**config.mk**
```make
export PLATFORM = sky130hd
export DESIGN_NAME = voice_mixer
export DESIGN_NICKNAME = d
export VERILOG_FILES = /design/src/rtl/voice_mixer.sv
export SDC_FILE = /design/constraint.sdc
export NUM_CORES = 1
export LEC_CHECK = 0
export ABC_AREA = 1
export BUFFER_PORTS_ARGS = -buffer_cell sky130_fd_sc_hd__buf_2
export CORE_MARGIN = 5
export CORE_UTILIZATION = 62
export CTS_CLUSTER_DIAMETER = 80
export DETAILED_ROUTE_END_ITERATION = 8
export PLACE_DENSITY = 0.83
export SYNTH_ARGS = -nofsm -noshare
export SYNTH_HDL_FRONTEND = slang
export SYNTH_SLANG_ARGS = --single-unit
```
**constraint.sdc**
```tcl
create_clock -name clk -period 11.95 [get_ports clk]
set_input_delay 1.195 -clock clk [delete_from_list [all_inputs] [get_ports clk]]
set_output_delay 1.195 -clock clk [all_outputs]
set_load 0.005 [all_outputs]
```
**src/rtl/voice_mixer.sv**
```systemverilog
// Sums N_VOICES signed voices one per clock, applies master gain, saturates; out_valid rises N_VOICES+2 cycles after the tick.
// Output held while out_valid && !out_ready; ticks arriving while busy are dropped and flagged as overrun.
module voice_mixer #(
    parameter int N_VOICES   = 8,
    parameter int WIDTH      = 24,
    parameter int VOL_WIDTH  = 8,
    parameter int GAIN_SHIFT = 7
) (
    input  logic                             clk,
    input  logic                             rst_n,
    input  logic                             sample_tick,
    input  logic [N_VOICES-1:0][WIDTH-1:0]   voices,
    input  logic [N_VOICES-1:0]              voice_enable,
    input  logic [VOL_WIDTH-1:0]             master_volume,
    input  logic                             clear_flags,
    output logic signed [WIDTH-1:0]          out_sample,
    output logic                             out_valid,
    input  logic                             out_ready,
    output logic                             busy,
    output logic                             clip,
    output logic                             overrun
);

    localparam int ACC_W  = WIDTH + $clog2(N_VOICES) + 1;
    localparam int PROD_W = ACC_W + VOL_WIDTH + 1;
    localparam int IDX_W  = (N_VOICES > 1) ? $clog2(N_VOICES) : 1;

    localparam logic signed [PROD_W-1:0] SAT_MAX = {{(PROD_W-WIDTH+1){1'b0}}, {(WIDTH-1){1'b1}}};
    localparam logic signed [PROD_W-1:0] SAT_MIN = {{(PROD_W-WIDTH+1){1'b1}}, {(WIDTH-1){1'b0}}};

    typedef enum logic [2:0] {IDLE, ACCUM, SCALE, SAT, OUTPUT} state_t;

    state_t                          state;
    state_t                          state_nxt;
    logic [N_VOICES-1:0][WIDTH-1:0]  snap_voices;
    logic [N_VOICES-1:0]             snap_en;
    logic [VOL_WIDTH-1:0]            snap_vol;
    logic signed [ACC_W-1:0]         acc;
    logic [IDX_W-1:0]                idx;
    logic signed [PROD_W-1:0]        scaled;

    logic                            last_voice;
    logic                            tick_busy;
    logic signed [ACC_W-1:0]         voice_term;
    logic signed [PROD_W-1:0]        product;
    logic                            sat_hi;
    logic                            sat_lo;
    logic signed [WIDTH-1:0]         sat_val;

    assign last_voice = (idx == IDX_W'(N_VOICES - 1));
    assign tick_busy  = sample_tick && (state != IDLE);
    assign voice_term = snap_en[idx] ? ACC_W'($signed(snap_voices[idx])) : '0;

    // Zero-extended volume keeps the gain positive; the accumulator width guarantees no truncation here.
    assign product = PROD_W'(acc) * PROD_W'($signed({1'b0, snap_vol}));

    assign sat_hi  = (scaled > SAT_MAX);
    assign sat_lo  = (scaled < SAT_MIN);
    assign sat_val = sat_hi ? SAT_MAX[WIDTH-1:0] : (sat_lo ? SAT_MIN[WIDTH-1:0] : scaled[WIDTH-1:0]);

    assign busy      = (state != IDLE);
    assign out_valid = (state == OUTPUT);

    always_comb begin
        state_nxt = state;
        case (state)
            IDLE:    if (sample_tick) state_nxt = ACCUM;
            ACCUM:   if (last_voice)  state_nxt = SCALE;
            SCALE:   state_nxt = SAT;
            SAT:     state_nxt = OUTPUT;
            OUTPUT:  if (out_ready)   state_nxt = IDLE;
            default: state_nxt = IDLE;
        endcase
    end

    always_ff @(posedge clk or negedge rst_n) begin
        if (!rst_n) begin
            state <= IDLE;
        end else begin
            state <= state_nxt;
        end
    end

    always_ff @(posedge clk or negedge rst_n) begin
        if (!rst_n) begin
            snap_voices <= '0;
            snap_en     <= '0;
            snap_vol    <= '0;
            acc         <= '0;
            idx         <= '0;
            scaled      <= '0;
            out_sample  <= '0;
        end else begin
            case (state)
                IDLE: begin
                    if (sample_tick) begin
                        snap_voices <= voices;
                        snap_en     <= voice_enable;
                        snap_vol    <= master_volume;
                        acc         <= '0;
                        idx         <= '0;
                    end
                end
                ACCUM: begin
                    acc <= acc + voice_term;
                    idx <= last_voice ? '0 : idx + 1'b1;
                end
                SCALE:   scaled     <= product >>> GAIN_SHIFT;
                SAT:     out_sample <= sat_val;
                default: ;
            endcase
        end
    end

    // A set condition on the same edge as clear_flags takes priority.
    always_ff @(posedge clk or negedge rst_n) begin
        if (!rst_n) begin
            clip    <= 1'b0;
            overrun <= 1'b0;
        end else begin
            if ((state == SAT) && (sat_hi || sat_lo)) begin
                clip <= 1'b1;
            end else if (clear_flags) begin
                clip <= 1'b0;
            end
            if (tick_busy) begin
                overrun <= 1'b1;
            end else if (clear_flags) begin
                overrun <= 1'b0;
            end
        end
    end

endmodule
```
==> metrics.txt <==
outcome completed; first-pass GRT wire length 103000 um; Setup-failing EPs final 0; H-tree Lvls 2; worst endpoint required time 12.37 ns; Final min period 5.26 ns; Syn Nets 3572; RSZ-0062 raised after global routing false; final core occ 69.1%; CTS resizes 0; combinational power share 64.7%; post-synth cell types 52; Post-Syn Area per Cell 7.42 um2; Max-Cap Viols 0; clk buf depth 3; synthesized area 0.0229 mm2; Fin Setup TNS 0 ns; initial core utilization 62.7%; Global Route Usage Sum 30.7%; Max-Slew Margin vs Limit 17.4%; DPL Wire Length 46300 um; reg-to-reg critical path startpoint snap_vol[0]; Min-Delay Path Class register to register; total wire length 61900 um; Core ar. 0.0365 mm2; Final GP Congestion 0.974; worst hold margin 0.466 ns; Worst IR Drop VDD 0.000165 V; DRT Pass-1 Iters 5; Wirelength per Cell 16.7 um; fin. max-slew vios 0; Post-synth EDFFs 0; vias per cell 5.47; Pwr Total 0.00861 W; aggregate global routing overflow 0; Final Hold Viols 0; Via Count 20300; Cells after Synth 3086; post-route DRC violation count 0; Die W 202 um; post-synthesis sequential area ratio 32.6%; CTS clock-pin slew for the worst setup and hold paths 0.06 ns; Hold EP snap_voices[150]; Worst Path Class, Setup register to register; Int Pwr 0.00411 W; Layout Nets 3705; Area Overhead vs Synth 10.2%; CTS Root Cell clkbuf_16; Worst Reg-to-Reg Cells 18; clock power share 12.5%; Fill cells 3047; crit path capture type register; Hold Path Origin snap_voices[150]; initial antenna violation count 0; die area 0.0409 mm2; count of input and output buffers 240; # diodes 0; hold path depth 2; Post-synth top flop dfrtp_1; io pins 241; Fmax 190 MHz; total CTS buffers 35; FF-to-FF End scaled[23]; Setup crit start kind register; leading cell types in the layout, fill and taps excluded 1208 x nand2_1, 433 x inv_1, 296 x dfrtp_1, 252 x nor2_1, 239 x buf_2; CP max FO 28; reg2reg setup slack 6.69 ns; # Post-CTS Setup Buffers 0; Sw Share 52.3%; largest net degree at the start of global routing 191; layout cells sized above 1 10.7%; vias in the first global route 21000; Flop pwr share 22.8%; Sw Pwr 0.00450 W; antenna-violating nets left 0; TritonCTS clock tree built; clock latency on the worst-skew pair 0.55 ns; crit path DAT 5.68 ns; clock skew 0.0204 ns; row count 70; PwrDens 341 mW/mm2; Post-Layout Cell Count 3711; Slew @ Worst Pin 1.24 ns; Async S/R FF share, synth 100%; commonest non-fill, non-tap cell in the layout nand2_1; DIE HEIGHT 202 um; CTS Sinks 298; hold buffer count at cts 0; period utilization 44.0%; Inst Count DP 3650; drt initial violations 1794; Pleak 14.7 nW; Seq cells post-synth 298; yosys synthesis warning count 0
how the worst max path moves through the flow:
| stage | endpoint | slack, ns | from |
|---|---|---|---|
| after global placement | scaled[19] | 6.83 | snap_vol[3] |
| after detailed placement | scaled[23] | 6.70 | snap_vol[0] |
| after global routing | scaled[23] | 6.25 | snap_vol[0] |
| after floorplan | scaled[29] | 7.41 | snap_vol[2] |
| after CTS | scaled[23] | 6.71 | snap_vol[0] |
| final | scaled[23] | 6.69 | snap_vol[0] |
state kept, by name (all words and copies together) (netlist names):
signal       cells
out_sample      24
overrun          1
scaled          30
snap_vol         8
idx              3
snap_voices    192
state            3
clip             1
acc             28
snap_en          8
metal layers:
metal / up-vias / GRT usage, % / part of all wire (%)
met3: 158 / 5.36 / 7.9
met5: - / 0 / 0
met1: 9575 / 41.2 / 41
li1: 9658 / - / -
met2: 901 / 49.3 / 46
met4: 0 / 13.6 / 4.6
critical path: stages, from the launching register on:
cell	delay, ns
dfrtp_1	0.74
nand2_1	0.29
inv_1	0.12
fa_1	0.73
inv_1	0.13
fa_1	0.55
inv_1	0.05
fa_1	0.48
inv_1	0.06
fa_1	0.53
inv_1	0.04
ha_1	0.37
a21oi_1	0.25
o21ai_0	0.17
a21oi_1	0.14
a21boi_0	0.25
nand3b_1	0.11
nand3_1	0.08
nand2_1	0.05
power groups by stage:
stage / clock (W) / sequential, W / combinational [W]
finish: 0.00107 / 0.00197 / 0.00557
global route: 0.00113 / 0.00202 / 0.00640
CTS: 0.00109 / 0.00195 / 0.00556
detailed placement: 0 / 0.00196 / 0.00552
global placement: 0 / 0.00193 / 0.00534
floorplan: 0 / 0.00169 / 0.00437
cell type report:
class	instances	area [um2]	share of cell area, %
Clock inverter	10	106	0.421
Sequential cell	298	7460	29.5
Multi-Input combinational cell	2199	13100	51.9
Timing Repair Buffer	249	1290	5.11
Clock buffer	51	1060	4.19
Tap cell	468	586	2.32
Inverter	436	1640	6.50
per-stage QoR:
stage / cell area, um2 / setup WS (ns)
after floorplan: 22900 / 7.41
after global placement: 24100 / 6.83
after detailed placement: 24100 / 6.70
after CTS: 25200 / 6.71
after global routing: 25200 / 6.25
final: 25200 / 6.69
cells in the mapped netlist, drive strengths merged (2+ instances only):
| library cell | count | area, um2 |
|---|---|---|
| or2 | 4 | 25.0 |
| xnor2 | 20 | 175 |
| o211ai | 2 | 15.0 |
| nand4 | 4 | 25.0 |
| xor2 | 6 | 52.6 |
| a21o | 18 | 143 |
| clkbuf | 82 | 308 |
| o21a | 4 | 30.0 |
| dfrtp | 298 | 7460 |
| nand3 | 41 | 215 |
| a21oi | 77 | 389 |
| a31oi | 8 | 50.1 |
| inv | 436 | 1640 |
| nor2 | 256 | 978 |
| nor3 | 15 | 91.3 |
| a21boi | 3 | 26.3 |
| o21bai | 4 | 30.0 |
| nand2 | 1228 | 4680 |
| nor4 | 6 | 37.5 |
| ha | 99 | 1240 |
| o311ai | 2 | 17.5 |
| o32ai | 46 | 403 |
| fa | 174 | 3480 |
| buf | 71 | 403 |
| o21ai | 162 | 833 |
| a22o | 4 | 35.0 |
| nand3b | 10 | 75.1 |
kinds of logic after synthesis:
kind of cell	share of synthesized area (%)
simple gates	26.8
flops	32.6
fa+ha+maj	20.6
buf+inv	10.3
xor+xnor	0.994
compound gates	8.76
No activity file was read; power rests on OpenSTA's default activity.
